--- src/rtl/shift_pkg.sv ---
// Shared constants for the shift execution unit: op encodings, FSM states, default width.
// Rotate support is selected by SHIFT_EXEC_ROTATE_EN in the files that import this package.
package shift_pkg;

    localparam int SHIFT_WIDTH_DEFAULT = 8;

    typedef enum logic [1:0] {
        OP_SLL = 2'b00,
        OP_SRL = 2'b01,
        OP_SRA = 2'b10,
        OP_ROR = 2'b11
    } shift_op_e;

    typedef enum logic [1:0] {
        ST_IDLE  = 2'b00,
        ST_SHIFT = 2'b01,
        ST_DONE  = 2'b10
    } state_e;

endpackage

--- src/rtl/shift_step.sv ---
// Combinational single-bit shift/rotate step used by shift_exec each SHIFT cycle.
// Rotate step exists only when SHIFT_EXEC_ROTATE_EN is defined.
module shift_step
    import shift_pkg::*;
#(
    parameter int WIDTH = SHIFT_WIDTH_DEFAULT
) (
    input  logic [WIDTH-1:0] value,
    input  shift_op_e        op,
    output logic [WIDTH-1:0] stepped
);

    always_comb begin
        stepped = value;
        case (op)
            OP_SLL:  stepped = {value[WIDTH-2:0], 1'b0};
            OP_SRL:  stepped = {1'b0, value[WIDTH-1:1]};
            OP_SRA:  stepped = {value[WIDTH-1], value[WIDTH-1:1]};
`ifdef SHIFT_EXEC_ROTATE_EN
            OP_ROR:  stepped = {value[0], value[WIDTH-1:1]};
`endif
            default: stepped = value;
        endcase
    end

endmodule

--- src/rtl/shift_exec.sv ---
// Multi-cycle shifter: one bit per clock, valid/ready on both sides, 3-state FSM.
// Rotate right (OP=11) is only executed when SHIFT_EXEC_ROTATE_EN is defined.
//
// Handshake: a request transfers on a rising CLK edge where IN_VALID && IN_READY;
// a result transfers on a rising edge where OUT_VALID && OUT_READY. OUT_VALID and
// RESULT do not change while waiting for OUT_READY.
module shift_exec
    import shift_pkg::*;
#(
    parameter int WIDTH = SHIFT_WIDTH_DEFAULT
) (
    input  logic             CLK,
    input  logic             RESET,
    input  logic             IN_VALID,
    output logic             IN_READY,
    input  logic [WIDTH-1:0] OPERAND,
    input  logic [7:0]       AMOUNT,
    input  logic [1:0]       OP,
    output logic             OUT_VALID,
    input  logic             OUT_READY,
    output logic [WIDTH-1:0] RESULT,
    output logic             BUSY,
    output state_e           DBG_STATE
);

    state_e           state_q, state_d;
    logic [7:0]       count_q, count_d;
    logic [WIDTH-1:0] value_q, value_d;
    shift_op_e        op_q, op_d;

    shift_op_e        op_in;
    logic [7:0]       load_count;
    logic [WIDTH-1:0] stepped;

    assign op_in = shift_op_e'(OP);

    shift_step #(.WIDTH(WIDTH)) u_step (
        .value   (value_q),
        .op      (op_q),
        .stepped (stepped)
    );

    // Shifts clamp at WIDTH (everything shifted out); rotates wrap modulo WIDTH.
    always_comb begin
        load_count = (int'(AMOUNT) > WIDTH) ? 8'(WIDTH) : AMOUNT;
`ifdef SHIFT_EXEC_ROTATE_EN
        if (op_in == OP_ROR) load_count = 8'(int'(AMOUNT) % WIDTH);
`else
        if (op_in == OP_ROR) load_count = '0;
`endif
    end

    always_ff @(posedge CLK or negedge RESET) begin
        if (!RESET) begin
            state_q <= ST_IDLE;
            count_q <= '0;
            value_q <= '0;
            op_q    <= OP_SLL;
        end else begin
            state_q <= state_d;
            count_q <= count_d;
            value_q <= value_d;
            op_q    <= op_d;
        end
    end

    always_comb begin
        state_d = state_q;
        count_d = count_q;
        value_d = value_q;
        op_d    = op_q;
        case (state_q)
            ST_IDLE: begin
                if (IN_VALID) begin
                    value_d = OPERAND;
                    op_d    = op_in;
                    count_d = load_count;
                    state_d = (load_count == 8'd0) ? ST_DONE : ST_SHIFT;
                end
            end
            ST_SHIFT: begin
                value_d = stepped;
                count_d = count_q - 8'd1;
                if (count_q == 8'd1) state_d = ST_DONE;
            end
            ST_DONE: begin
                if (OUT_READY) state_d = ST_IDLE;
            end
            default: state_d = ST_IDLE;
        endcase
    end

    always_comb begin
        IN_READY  = (state_q == ST_IDLE);
        OUT_VALID = (state_q == ST_DONE);
        BUSY      = (state_q != ST_IDLE);
        RESULT    = value_q;
        DBG_STATE = state_q;
    end

endmodule

--- config.mk ---
export PLATFORM = sky130hd
export DESIGN_NAME = shift_exec
export DESIGN_NICKNAME = d
export VERILOG_FILES = /design/src/rtl/shift_pkg.sv /design/src/rtl/shift_step.sv /design/src/rtl/shift_exec.sv
export SDC_FILE = /design/constraint.sdc
export NUM_CORES = 1
export LEC_CHECK = 0
export ABC_CLOCK_PERIOD_IN_PS = 2000
export CAP_MARGIN = 20
export CELL_PAD_IN_SITES_DETAIL_PLACEMENT = 1
export CELL_PAD_IN_SITES_GLOBAL_PLACEMENT = 1
export CORE_MARGIN = 2
export CORE_UTILIZATION = 32
export DETAILED_ROUTE_END_ITERATION = 16
export GPL_ROUTABILITY_DRIVEN = 0
export PLACE_DENSITY = 0.85
export REMOVE_ABC_BUFFERS = 1
export SETUP_SLACK_MARGIN = 0.3
export SLEW_MARGIN = 20
export SYNTH_ARGS = -nofsm -noshare
export SYNTH_HDL_FRONTEND = slang
export SYNTH_SLANG_ARGS = --single-unit
--- constraint.sdc ---
create_clock -name CLK -period 2 [get_ports CLK]
set_input_delay 0.5 -clock CLK [delete_from_list [all_inputs] [get_ports CLK]]
set_output_delay 0.5 -clock CLK [all_outputs]
set_load 0.005 [all_outputs]
==> results of run 1 <==
## cell usage in the layout, fill, tap and decap left out, types with 5 or more instances in the layout
master            n
clkdlybuf4s50_1  22
inv_1             5
dfrtp_1          20
nand2_1          19
o21ai_0          20
a221oi_1          6
buf_4            13
nor2_1            9
dlygate4sd2_1     5
## metal layers
layer	wire length, um	vias to the layer above	share of wire
met5	0	-	0
met3	208	4	0.054
li1	-	585	-
met2	2000	44	0.52
met4	33	0	0.0085
met1	1630	601	0.42
## power breakdown
part | switching (mW) | internal [mW] | total, mW
registers | 0.201 | 0.608 | 0.809
clock network | 0.145 | 0.176 | 0.320
logic | 0.930 | 0.898 | 1.83
total | 1.28 | 1.68 | 2.96
## worst max-delay path: stages, from the launching register on
cell and delay, ns:
dfrtp_1 0.43, or2_4 0.27, clkdlybuf4s15_1 0.20
## timing repair
item                                    CTS  global route
gates resized for setup                  19            18
pin swaps                                 3             5
endpoints found under the setup margin   21            20
buffers inserted                          8             2
## kinds of logic (layout without fill, tap and decap cells)
group | Yosys count | after routing | share of synthesized area
simple gates | 50 | 50 | 0.224
compound gates | 42 | 42 | 0.229
flops | 20 | 20 | 0.412
buf+inv | 13 | 63 | 0.0433
fa+ha+maj | 5 | 5 | 0.0515
xor+xnor | 3 | 3 | 0.0217
mux | 2 | 2 | 0.0186
## sequential cells by signal, indices dropped and copies added (netlist names)
register and flops:
count_q 8, DBG_STATE 2, RESULT 8, op_q 2
## area by class of cell
| class | instances | area (um^2) |
|---|---|---|
| Clock buffer | 4 | 55.1 |
| Multi-Input combinational cell | 102 | 703 |
| Timing Repair Buffer | 50 | 470 |
| Fill cell | 436 | 1840 |
| Sequential cell | 20 | 500 |
| Tap cell | 48 | 60.1 |
| Inverter | 9 | 33.8 |
## worst paths after layout
kind,end,startpoint,slack [ns]
max,BUSY,DBG_STATE[1]$_DFFE_PN0P_,0.34
min,count_q[7]$_DFFE_PN0P_,count_q[7]$_DFFE_PN0P_,0.54
min reg2reg,count_q[7]$_DFFE_PN0P_,count_q[7]$_DFFE_PN0P_,0.54
min in group asynchronous,RESULT[6]$_DFFE_PN0P_,RESET,0.58
max in group asynchronous,RESULT[5]$_DFFE_PN0P_,RESET,1.19
max reg2reg,RESULT[7]$_DFFE_PN0P_,op_q[0]$_DFFE_PN0P_,0.36
## synthesized netlist by cell type (2+ instances only)
library cell  instances
a21o_1                3
a21oi_1               2
a221oi_1              6
a31oi_1               2
buf_2                 3
dfrtp_1              20
ha_1                  5
inv_1                 9
mux2_2                2
nand2_1              19
nand3_1               4
nor2_1               11
nor2b_1               2
nor3_1                3
o21ai_0              20
xor2_1                2
## stage by stage
step                 util  instance area [um^2]  power [mW]
floorplan               -                  1190        1.73
finish              0.498                  1820        2.96
CTS                 0.484                  1770        2.90
global route        0.498                  1820        3.21
global placement    0.448                  1640        2.31
detailed placement  0.448                  1640        2.44
==> impl_metrics.env, run 1 <==
export IMPL_grt_pass1_wl_mm=6.49
export IMPL_cts_htree_levels=1
export IMPL_post_place_ws_ns=-0.145
export IMPL_overflow=0
export IMPL_num_rows=22
export IMPL_cts_tree="done"
export IMPL_cts_made_buffers=3
export IMPL_synth_cell_types=38
export IMPL_insertion_delay_ns=0.26
export IMPL_cts_sinks=20
export IMPL_clock_skew_final_ns=0.00351
export IMPL_max_clock_freq_mhz=601
export IMPL_period_minus_slack_ns=1.66
export IMPL_slew_headroom=0.759
export IMPL_clkSlewWorstSetupHoldPaths_ns=0.08
export IMPL_via_count=1234
export IMPL_finalSetupViolCount=0
export IMPL_dr_pass1_iters=4
export IMPL_use_met1=0.232
export IMPL_rsz0062_at_grt="true"
export IMPL_area_growth_pct=50.2
export IMPL_hold_depth=2
export IMPL_top_usage_layer="met2"
export IMPL_hold_ws_ns=0.542
export IMPL_dp_cells=219
export IMPL_criticalPathCategory="reg -> out"
export IMPL_drv_slew=0
export IMPL_worst_slew_pin_slew_ns=0.361
export IMPL_antenna_found_initial=0
export IMPL_drv_cap=0
export IMPL_grt_max_degree=21
export IMPL_ir_drop_mv=0.473
export IMPL_synth_area_leaders="dfrtp_1 41%, o21ai_0 8.2%, nand2_1 5.9%"
export IMPL_p_leak_nw=0.845
export IMPL_boundaryPins=35
export IMPL_fin_tns_setup_ns=0
export IMPL_synth_enable_flop_cells=0
export IMPL_drc_errors=0
export IMPL_clk_path_buf_depth=2
export IMPL_postRouteAntennaNets=0
export IMPL_final_hold_viol_count=0
export IMPL_dieArea_um2=4300
export IMPL_hp_class="reg -> reg"
export IMPL_dp_hpwl_mm=2.93
export IMPL_synthCells=135
export IMPL_die_h_um=65.6
export IMPL_synth_area_um2=1210
export IMPL_cp_end_kind="output pin"
export IMPL_initial_core_util=0.332
export IMPL_synth_flop_cell="dfrtp_1"
export IMPL_coreArea_um2=3660
export IMPL_powerDensity_nw_per_um2=1620
export IMPL_crit_fanout=4
export IMPL_drive_gt1_frac=0.238
export IMPL_io_buffers=34
export IMPL_synth_top_cell_by_area="dfrtp_1"
export IMPL_postSynthAreaPerCell_um2=8.99
export IMPL_grt_pass1_vias=1383
export IMPL_nets=213
export IMPL_wirelength_mm=3.87
export IMPL_startpoint_type="register"
export IMPL_met3_usage=0.0325
export IMPL_fin_ws_ns=0.336
export IMPL_drt_iter0_drc=43
export IMPL_grt_met2_usage=0.370
export IMPL_seq_area_frac_synth=0.412
export IMPL_arrival_ns=1.16
export IMPL_ff2ff_path_depth=6
export IMPL_synth_seq_cells=20
export IMPL_diodes=0
export IMPL_cp_data_required_time_ns=1.50
export IMPL_status="completed"
export IMPL_yosys_warnings=0
export IMPL_synth_top_area_frac=0.412
export IMPL_wire_per_inst_um=16.6
export IMPL_postCtsHoldBufs=0
export IMPL_die_x_um=65.6
export IMPL_track_usage=0.199
export IMPL_routed_via_density=5.30
export IMPL_root_buffer="clkbuf_8"
export IMPL_fin_crit_sh=0.832
export IMPL_fin_cells=233
export IMPL_async_reset_ff_frac=1.00
Power figures use the tool's default switching activity.
==> inputs of run 2 (changes only) <==
--- a/config.mk
+++ b/config.mk
@@ -5,7 +5,7 @@
 export SDC_FILE = /design/constraint.sdc
 export NUM_CORES = 1
 export LEC_CHECK = 0
-export ABC_CLOCK_PERIOD_IN_PS = 2000
+export ABC_CLOCK_PERIOD_IN_PS = 1700
 export CAP_MARGIN = 20
 export CELL_PAD_IN_SITES_DETAIL_PLACEMENT = 1
 export CELL_PAD_IN_SITES_GLOBAL_PLACEMENT = 1
==> constraint.sdc (replaced) <==
create_clock -name CLK -period 1.7 [get_ports CLK]
set_input_delay 0.425 -clock CLK [delete_from_list [all_inputs] [get_ports CLK]]
set_output_delay 0.425 -clock CLK [all_outputs]
set_load 0.005 [all_outputs]
==> run 2 against run 1 <==
Net effect: total power is 58% higher; clock power is 59% higher; clock skew is 0.0017 ns lower; cell count grew 6.9%; final area increased by 18%; critical path depth increased by 3; via count rose by 10%; sequential cell count unchanged; first-iteration DRC count rose by 67%; core utilization grew 9.2 points.
==> impl_metrics.env, run 2 (synthesis results as in run 1) <==
export IMPL_p_leak_nw=0.943
export IMPL_clk_path_buf_depth=2
export IMPL_track_usage=0.230
export IMPL_worst_slew_pin_slew_ns=0.327
export IMPL_finalSetupViolCount=0
export IMPL_boundaryPins=35
export IMPL_criticalPathCategory="reg -> reg"
export IMPL_die_h_um=65.6
export IMPL_dpl_cell_area_um2=1700
export IMPL_clock_power_share=0.109
export IMPL_swShare=0.436
export IMPL_hp_class="in -> async"
export IMPL_grt_pass1_vias=1532
export IMPL_grt_pass1_wl_mm=7.60
export IMPL_routed_via_density=5.47
export IMPL_coreArea_um2=3660
export IMPL_final_hold_viol_count=0
export IMPL_dieArea_um2=4300
export IMPL_drc_errors=0
export IMPL_area_growth_pct=77.8
export IMPL_powerDensity_nw_per_um2=2160
export IMPL_cts_htree_levels=1
export IMPL_initial_core_util=0.332
export IMPL_insertion_delay_ns=0.27
export IMPL_wirelength_mm=4.71
export IMPL_drv_cap=0
export IMPL_path_delay_family="flip-flops"
export IMPL_root_buffer="clkbuf_8"
export IMPL_max_clock_freq_mhz=626
export IMPL_rsz0062_at_grt="true"
export IMPL_dp_hpwl_mm=2.88
export IMPL_slew_headroom=0.782
export IMPL_drv_slew=0
export IMPL_postCtsHoldBufs=0
export IMPL_seqPwrFrac=0.199
export IMPL_cp_num_buf_inv=2
export IMPL_die_x_um=65.6
export IMPL_diodes=0
export IMPL_p_sw_mw=2.04
export IMPL_total_power_mw=4.67
export IMPL_io_buffers=34
export IMPL_postRouteAntennaNets=0
export IMPL_layout_common_cells="22 x buf_4, 19 x dfrtp_1, 19 x nand2_1"
export IMPL_cp_data_required_time_ns=1.86
export IMPL_clkSlewWorstSetupHoldPaths_ns=0.09
export IMPL_via_count=1362
export IMPL_cts_sinks=20
export IMPL_clock_skew_final_ns=0.00183
export IMPL_hold_ws_ns=0.501
export IMPL_wire_per_inst_um=18.9
export IMPL_crit_slowest_cell="dfrtp_1"
export IMPL_status="completed"
export IMPL_drt_iter0_drc=72
export IMPL_pwr_share_comb=0.692
export IMPL_max_stage_delay_ns=0.41
export IMPL_multi_input_area_um2=890
export IMPL_dr_pass1_iters=4
export IMPL_seqCellArea_um2=502
export IMPL_crit_fanout=4
export IMPL_finalInstanceArea_um2=2160
export IMPL_cts_made_buffers=3
export IMPL_cts_tree="done"
export IMPL_final_common_cell="buf_4"
export IMPL_path_cells="inv_2, ha_4, mux2_2, a222oi_1, inv_1"
export IMPL_num_rows=22
export IMPL_nets=229
export IMPL_internal_power_mw=2.63
export IMPL_drive_gt1_frac=0.458
export IMPL_period_minus_slack_ns=1.60
export IMPL_grt_max_degree=21
export IMPL_ir_drop_mv=0.753
export IMPL_fin_crit_sh=0.939
export IMPL_cp_end_kind="register"
export IMPL_antenna_found_initial=0
export IMPL_overflow=0
export IMPL_arrival_ns=1.76
export IMPL_nFillCells=408
export IMPL_startpoint_type="register"
## run 2: cell count changes in the layout (fill, tap and decap cells not counted), moves of 4 or more
cell,delta
a221oi_1,-6
a221oi_2,+5
buf_4,+9
buf_6,+9
clkdlybuf4s50_1,-6
dlygate4sd2_1,+7
dlymetal6s2s_1,-4
o21ai_0,-15
o21ai_1,+9
o21ai_2,+6
## run 2: power by group through the flow
stage | logic [mW] | registers [mW] | clock network (mW)
after floorplan | 1.08 | 0.957 | 0
after global placement | 1.94 | 0.928 | 0
after detailed placement | 2.04 | 0.953 | 0
after CTS | 2.79 | 0.905 | 0.495
after global routing | 3.50 | 0.963 | 0.524
final | 3.23 | 0.930 | 0.508
## run 2: final timing paths
kind / startpoint / slack (ns) / cells past startpoint / to
setup reg to reg: count_q[0]$_DFFE_PN0P_ / 0.10 / 5 / count_q[2]$_DFFE_PN0P_
setup / recovery: count_q[0]$_DFFE_PN0P_ / 0.10 / 5 / count_q[2]$_DFFE_PN0P_
min in group CLK: count_q[7]$_DFFE_PN0P_ / 0.60 / 2 / count_q[7]$_DFFE_PN0P_
max in group asynchronous: RESET / 0.95 / 2 / count_q[1]$_DFFE_PN0P_
hold reg to reg: count_q[7]$_DFFE_PN0P_ / 0.60 / 2 / count_q[7]$_DFFE_PN0P_
hold / removal: RESET / 0.50 / 2 / RESULT[6]$_DFFE_PN0P_
## run 2: layout make-up
cell class	instances	area share
timing repair buffer	65	0.276
clock inverter	1	0.0139
sequential	20	0.232
multi-input combinational	103	0.412
inverter	9	0.0186
clock buffer	3	0.0191
tap	48	0.0278
## run 2: per-layer routing
layer / share of wire / vias to the layer above / track usage
met2: 0.53 / 55 / 0.458
met5: 0 / - / 0
met4: 0.019 / 0 / 0.0521
met3: 0.046 / 9 / 0.0223
met1: 0.41 / 675 / 0.259
li1: - / 623 / -
## run 2: repair_timing
item / in CTS / in global routing
setup endpoints to repair: 32 / 24
pin swaps: 14 / 14
resized for setup: 88 / 30
setup buffers: 15 / 2
cloned: 0 / 1
## run 2: stage by stage
| stage | utilization | TNS (ns) | worst slack, ns | instances |
|---|---|---|---|---|
| 5_1_grt | 0.590 | 0 | 0.0228 | 249 |
| 3_5_place_dp | 0.464 | -2.25 | -0.300 | 227 |
| 6_report | 0.590 | 0 | 0.103 | 249 |
| 3_3_place_gp | 0.464 | -1.74 | -0.273 | 227 |
| 2_1_floorplan | - | 0 | 0.186 | 131 |
| 4_1_cts | 0.556 | 0 | 0.105 | 246 |
==> inputs of run 3 (changes only) <==
--- a/config.mk
+++ b/config.mk
@@ -5,7 +5,6 @@
 export SDC_FILE = /design/constraint.sdc
 export NUM_CORES = 1
 export LEC_CHECK = 0
-export ABC_CLOCK_PERIOD_IN_PS = 1700
 export CAP_MARGIN = 20
 export CELL_PAD_IN_SITES_DETAIL_PLACEMENT = 1
 export CELL_PAD_IN_SITES_GLOBAL_PLACEMENT = 1
@@ -13,6 +12,8 @@
 export CORE_UTILIZATION = 32
 export DETAILED_ROUTE_END_ITERATION = 16
 export GPL_ROUTABILITY_DRIVEN = 0
+export GPL_TIMING_DRIVEN = 0
+export HOLD_SLACK_MARGIN = 0.15
 export PLACE_DENSITY = 0.85
 export REMOVE_ABC_BUFFERS = 1
 export SETUP_SLACK_MARGIN = 0.3
==> run 3 against run 2 <==
Net effect: core utilization is 2.0 points higher; critical endpoint is now RESULT[4]$_DFFE_PN0P_; first-iteration DRC count increased by 9.7%; sequential cell count did not move; via count grew 2.4%; critical path type unchanged; clock power decreased by 36%; final area is 3.4% higher.
==> impl_metrics.env, run 3 (synthesis results as in run 1) <==
export IMPL_max_clock_freq_mhz=631
export IMPL_die_h_um=65.6
export IMPL_rr_startpoint="op_q[1]$_DFFE_PN0P_"
export IMPL_insertion_delay_ns=0.27
export IMPL_drive_gt1_frac=0.495
export IMPL_criticalPathCategory="reg -> reg"
export IMPL_period_minus_slack_ns=1.58
export IMPL_layout_common_cells="28 x buf_4, 19 x nand2_1, 16 x dfrtp_1"
export IMPL_grt_pass1_wl_mm=7.85
export IMPL_clock_skew_final_ns=0.00793
export IMPL_r2r_end="RESULT[4]$_DFFE_PN0P_"
export IMPL_postCtsHoldBufs=0
export IMPL_finalSetupViolCount=0
export IMPL_io_buffers=34
export IMPL_wirelength_mm=5.30
export IMPL_clkSlewWorstSetupHoldPaths_ns=0.08
export IMPL_cts_htree_levels=1
export IMPL_drc_errors=0
export IMPL_area_growth_pct=83.9
export IMPL_diodes=0
export IMPL_ff2ff_path_depth=7
export IMPL_p_leak_nw=0.992
export IMPL_antenna_found_initial=0
export IMPL_status="completed"
export IMPL_hp_class="in -> async"
export IMPL_total_power_mw=5.07
export IMPL_drv_slew=0
export IMPL_startpoint_type="register"
export IMPL_post_place_ws_ns=-0.490
export IMPL_track_usage=0.243
export IMPL_root_buffer="clkbuf_8"
export IMPL_nets=237
export IMPL_crit_fanout=7
export IMPL_slew_headroom=0.343
export IMPL_rsz0062_at_grt="true"
export IMPL_grt_max_degree=21
export IMPL_fin_ws_ns=0.116
export IMPL_dr_pass1_iters=4
export IMPL_nFillCells=431
export IMPL_clk_path_buf_depth=2
export IMPL_fin_tns_setup_ns=0
export IMPL_dieArea_um2=4300
export IMPL_r2r_setup_slack_ns=0.12
export IMPL_initial_core_util=0.332
export IMPL_cp_data_required_time_ns=1.88
export IMPL_wire_per_inst_um=20.7
export IMPL_postRouteAntennaNets=0
export IMPL_fin_crit_sh=0.932
export IMPL_boundaryPins=35
export IMPL_drv_cap=0
export IMPL_cts_tree="done"
export IMPL_coreArea_um2=3660
export IMPL_powerDensity_nw_per_um2=2270
export IMPL_die_x_um=65.6
export IMPL_final_hold_viol_count=0
export IMPL_cp_end_kind="register"
export IMPL_overflow=0
export IMPL_final_common_cell="buf_4"
export IMPL_arrival_ns=1.77
export IMPL_grt_pass1_vias=1536
export IMPL_cts_made_buffers=3
export IMPL_num_rows=22
export IMPL_drt_iter0_drc=79
export IMPL_dp_hpwl_mm=2.75
export IMPL_routed_via_density=5.45
export IMPL_ir_drop_mv=0.966
export IMPL_worst_slew_pin_slew_ns=0.985
export IMPL_via_count=1395
export IMPL_cts_sinks=20
## run 3: worst max path at each step
stage / startpoint / cells after the start / slack, ns / to
after global routing: DBG_STATE[0]$_DFFE_PN0P_ / 5 / 0.09 / count_q[2]$_DFFE_PN0P_
after global placement: IN_VALID / 5 / -0.39 / RESULT[3]$_DFFE_PN0P_
final: op_q[1]$_DFFE_PN0P_ / 7 / 0.12 / RESULT[4]$_DFFE_PN0P_
after CTS: DBG_STATE[1]$_DFFE_PN0P_ / 5 / 0.13 / count_q[1]$_DFFE_PN0P_
after detailed placement: IN_VALID / 5 / -0.49 / RESULT[3]$_DFFE_PN0P_
after floorplan: AMOUNT[4] / 4 / 0.19 / count_q[2]$_DFFE_PN0P_
## run 3: routing by layer
layer	vias to the layer above	share of wire	GRT usage
li1	637	-	-
met1	694	0.38	0.270
met2	51	0.55	0.459
met3	13	0.044	0.0445
met4	0	0.022	0.0859
met5	-	0	0
## run 3: through the flow
step / area (um^2) / util / hold slack, ns / std cells
after floorplan: 1190 / - / 0.129 / 131
after global placement: 1600 / 0.436 / 0.494 / 213
after detailed placement: 1600 / 0.436 / 0.527 / 213
after CTS: 1950 / 0.533 / 0.593 / 241
after global routing: 2230 / 0.610 / 0.385 / 256
final: 2230 / 0.610 / 0.304 / 256
## run 3: power by group
part           leakage [nW]  switching, mW  internal [mW]
combinational         0.726           1.81           1.93
sequential            0.244          0.278          0.723
clock                0.0216          0.167          0.158
total                 0.992           2.26           2.81
## run 3: repair_timing
action / in CTS / in global routing
gates resized for setup: 83 / 45
setup endpoints to repair: 33 / 45
cloned: 0 / 1
pin swaps: 8 / 25
buffers inserted: 25 / 14
## run 3: final cells by class
cell class	instances	area, um^2	area share
flip-flops and latches	20	505	0.226
repair buffers	73	656	0.294
well taps	48	60.1	0.0269
clock buffers	3	41.3	0.0185
multi-input cells	103	926	0.415
inverters	9	43.8	0.0196
## run 3: worst max-delay path, stage by stage (launching register included)
cell and delay (ns):
dfrtp_1 0.45, inv_2 0.10, ha_4 0.31, inv_8 0.05, nor2_4 0.23, buf_6 0.14
a221oi_2 0.05, o21ai_1 0.17
==> variant 1 (config.mk and constraints of run 3) <==
Change the package constant `SHIFT_WIDTH_DEFAULT` from 8 to 9.
--- a/src/rtl/shift_pkg.sv
+++ b/src/rtl/shift_pkg.sv
@@ -4,3 +4,3 @@
 
-    localparam int SHIFT_WIDTH_DEFAULT = 8;
+    localparam int SHIFT_WIDTH_DEFAULT = 9;
 
Ports: changed (resized OPERAND and RESULT); port bits go from 35 to 37. The function was not compared with the original's and may differ.
==> variant 1 against run 3 <==
Cell area rose by 7.4%. Routed wire length grew 29%. Area after synthesis increased by 6.2%. Synthesized cell count is 5.2% higher. Critical path depth stayed put. Sequential cell count rose by 1. Setup slack got worse by 0.074 ns. Clock skew fell by 0.0055 ns. Combinational power rose by 6.1%. Largest power group unchanged. Total power increased by 5.4%. Count of clock-buffer cells in the layout stayed put. Via count is 12% higher.
==> variant 1: results (changes against run 3) <==
Route
  – Met1 WL: 2.77 mm (+38%)
  – Met3 WL: 274 um (+17%)
  – Met2 wire len: 3.65 mm (+24%)
  – DR WL/cell: 25.5 um (+23%)
  – Via density: 5.79 (+6.2%)
  – Starting DRT DRC Count: 107 (+35%)

Placement
  – I/O Buffers: 36 (+5.9%)
  – Setup slack after placement: -0.525 ns (-0.0352 ns)
  – Dpl cells: 222 (+4.2%)
  – Detail Placement HPWL: 3.01 mm (+9.3%)

Outcome
  – Status: finished clean

Logic synthesis
  – Post-synth cell types: 41 (+7.9%)
  – Synth Area in XOR/XNOR: 0.680% (-1.5 points)
  – Commonest cells post-synth: 21 x dfrtp_1, 12 x nor2_1, 12 x o21ai_0, 10 x inv_1, 10 x nand2_1
  – Adder-Cell Fraction of Synth Area: 4.85% (-0.30 points)
  – Register area share after synthesis: 40.8% (-0.46 points)
  – Mux share of post-synthesis cell area: 1.55% (-0.30 points)

Timing
  – WHS: 0.530 ns (+0.225 ns)
  – Slew headroom: 64.2% (+30 points)
  – Fin crit share: 97.5% (+4.4 points)

Power
  – Reg power frac: 18.9% (-0.9 points)
  – Leakage: 1.01 nW (+1.5%)
  – Worst VDD drop: 1.07 mV (+11%)
  – Total power: 0.00534 W (+5.4%)
  – Clk. pwr: 0.000361 W (+11%)
  – Psw: 0.00251 W (+11%)

Clocking
  – Post_cts resized: 97 (+17%)
  – Worst skew pair latency: 0.27 ns (about the same)

Setup path
  – Reg-to-reg setup timing slack: 0.04 ns (-0.07 ns)
  – Worst-path maximum fanout: 8 (+1)
  – Worst endpoint data arrival time: 1.82 ns (+0.05 ns)
  – Worst r2r src: DBG_STATE[0]$_DFFE_PN0P_
  – Critical Path End: RESULT[6]$_DFFE_PN0P_

Global route
  – Vias in the first global route: 1,594 (+3.8%)
  – All-Layer GR Usage: 25.6% (+1.3 points)
  – M1 GR Usage: 31.0% (+4.1 points)
  – First-pass GRT wire length: 8.48 mm (+8.0%)
  – Met2 GRT Util: 46.2% (+0.28 points)
  – Met3 capacity usage during global routing: 3.17% (-1.3 points)

Finish
  – Diodes inserted: 0 (unchanged)
  – Number of fill cells: 424 (-1.6%)
  – Multi-input gate area: 0.00104 mm2 (+12%)
  – Nets: 248 (+4.6%)

Worst hold path
  – Min-Delay Path Depth: 1
  – Class of the worst hold path: reg -> reg
  – Hold Crit Start: count_q[5]$_DFFE_PN0P_
==> variant 1: cell count changes after synthesis, moves of 3 or more <==
cell,delta
a21o_1,-3
a21oi_1,+7
nand2_1,-9
nand4_1,+3
nor3_1,-3
nor3b_1,+4
o21ai_0,-8
o41ai_1,+4
==> variant 1: area by class of cell <==
| cell class | count | area share [%] |
|---|---|---|
| multi-input combinational | 106 | 43.3 |
| inverter | 10 | 1.57 |
| timing repair buffer | 78 | 28.4 |
| tap | 50 | 2.61 |
| sequential | 21 | 22.2 |
| clock buffer | 3 | 1.72 |
| clock inverter | 1 | 0.209 |
==> variant 1: worst max-delay path, cell delays in order (launching register included) <==
cell and delay [ns]:
dfrtp_2 0.45, buf_6 0.13, buf_8 0.13, nor2b_4 0.14
buf_6 0.13, and3_4 0.21, a221oi_2 0.24, a21oi_1 0.10
==> variant 2 (config.mk and constraints of run 3) <==
Made on the original files. Put a register stage on the output `DBG_STATE`, without a reset. The value now appears one clock later. The other outputs are not delayed to match.
--- a/src/rtl/shift_exec.sv
+++ b/src/rtl/shift_exec.sv
@@ -24,2 +24,4 @@
 );
+
+    state_e DBG_STATE_d;
 
@@ -97,3 +99,7 @@
         RESULT    = value_q;
-        DBG_STATE = state_q;
+        DBG_STATE_d = state_q;
+    end
+
+    always_ff @(posedge CLK) begin
+        DBG_STATE <= DBG_STATE_d;
     end
Function: changed (a bounded check fails within 4 cycles, from zero or initial values and one cycle with RESET low).
==> variant 2 against run 3 <==
Setup slack improved by 0.044 ns. Largest cell class unchanged. Routed wire length shrank 22%. Global-route usage decreased by 4.4 points. Synthesized cell count is 8.9% lower. Area after synthesis is 1.3% higher. Sequential cell count is 2 higher. Die area is 1.3% higher. Cell area shrank 7.4%. Critical path type is now reg -> out.
Power is left out: it rests on default switching activity, and per cell area and clock period it moved more than threefold.
==> variant 2: results (changes against run 3) <==
Global route
  – Vias in the first global route: 1,318 (-14%)
  – All-Layer GR Usage: 19.9% (-4.4 points)

Finish
  – ClkCell Share: 2.66% (+0.81 points)
  – Number of fill cells: 414 (-3.9%)
  – Nets: 213 (-10%)
  – Seq area share: 26.5% (+3.9 points)
  – Inverter count: 8 (-1)
  – Layout cells sized above 1: 41.1% (-8.4 points)
  – Fin util: 56.0% (-4.9 points)
  – Clk_buf instances: 4 (+1)
  – FFs & Latches: 22 (+10%)

Setup path
  – Critical Path End: OUT_VALID
  – CP max stage delay: 0.46 ns
  – Worst endpoint data arrival time: 1.12 ns (-0.65 ns)
  – Reg-to-reg setup timing slack: 0.19 ns (+0.07 ns)
  – RR Endpoint: RESULT[2]$_DFFE_PN0P_
  – Crit-path slowest cell: dfrtp_2

Timing
  – Slew headroom: 37.6% (+3.3 points)
  – Fmax: 0.649 GHz (+2.9%)
  – Clock Skew: 0.00259 ns (-0.00534 ns)

Placement
  – Cell Area, Placed: 0.00160 mm2 (+0.47%)

Route
  – Met2 wire len: 2.30 mm (-22%)
  – Met1 WL: 1.58 mm (-21%)
  – Vias: 1,227 (-12%)
  – Met3 WL: 151 um (-35%)
  – Via density: 5.27 (-3.4%)

Logic synthesis
  – Register area share after synthesis: 43.9% (+2.7 points)
  – Post-Syn Instances: 123 (-8.9%)

Outcome
  – Status: finished clean
[variant 2: cell count changes after synthesis, sizes merged, moves of 2 or more]
cell / change
o21ai: -16
nand2: -12
a21oi: +9
nor3b: +6
a21o: -3
mux2i: +3
nor2: +3
a31oi: -2
dfxtp: +2
nand3: +2
xor2: -2
[variant 2: logic make-up (layout without fill, tap and decap cells)]
family,after synthesis,in the layout,share of synthesized area (%)
buffers and inverters,12,74,4.68
adders and majority gates,5,5,5.09
DFF,22,22,43.9
AOI/OAI and AO/OA,30,30,17.8
and+or+nand+nor,48,48,23.5
muxes,5,5,4.27
xor gates and xnor gates,1,1,0.712
[variant 2: per-layer routing]
layer	vias to the layer above	track usage [%]
met5	-	0
met4	0	8.67
met3	10	3.58
met2	33	39.1
met1	609	20.1
li1	575	-
[variant 2: what timing repair did]
| item | 4_1_cts | 5_1_grt |
|---|---|---|
| gates cloned | 0 | 1 |
| setup endpoints to repair | 30 | 26 |
| gates resized for setup | 58 | 30 |
| pin swaps | 13 | 13 |
| setup buffers | 20 | 7 |
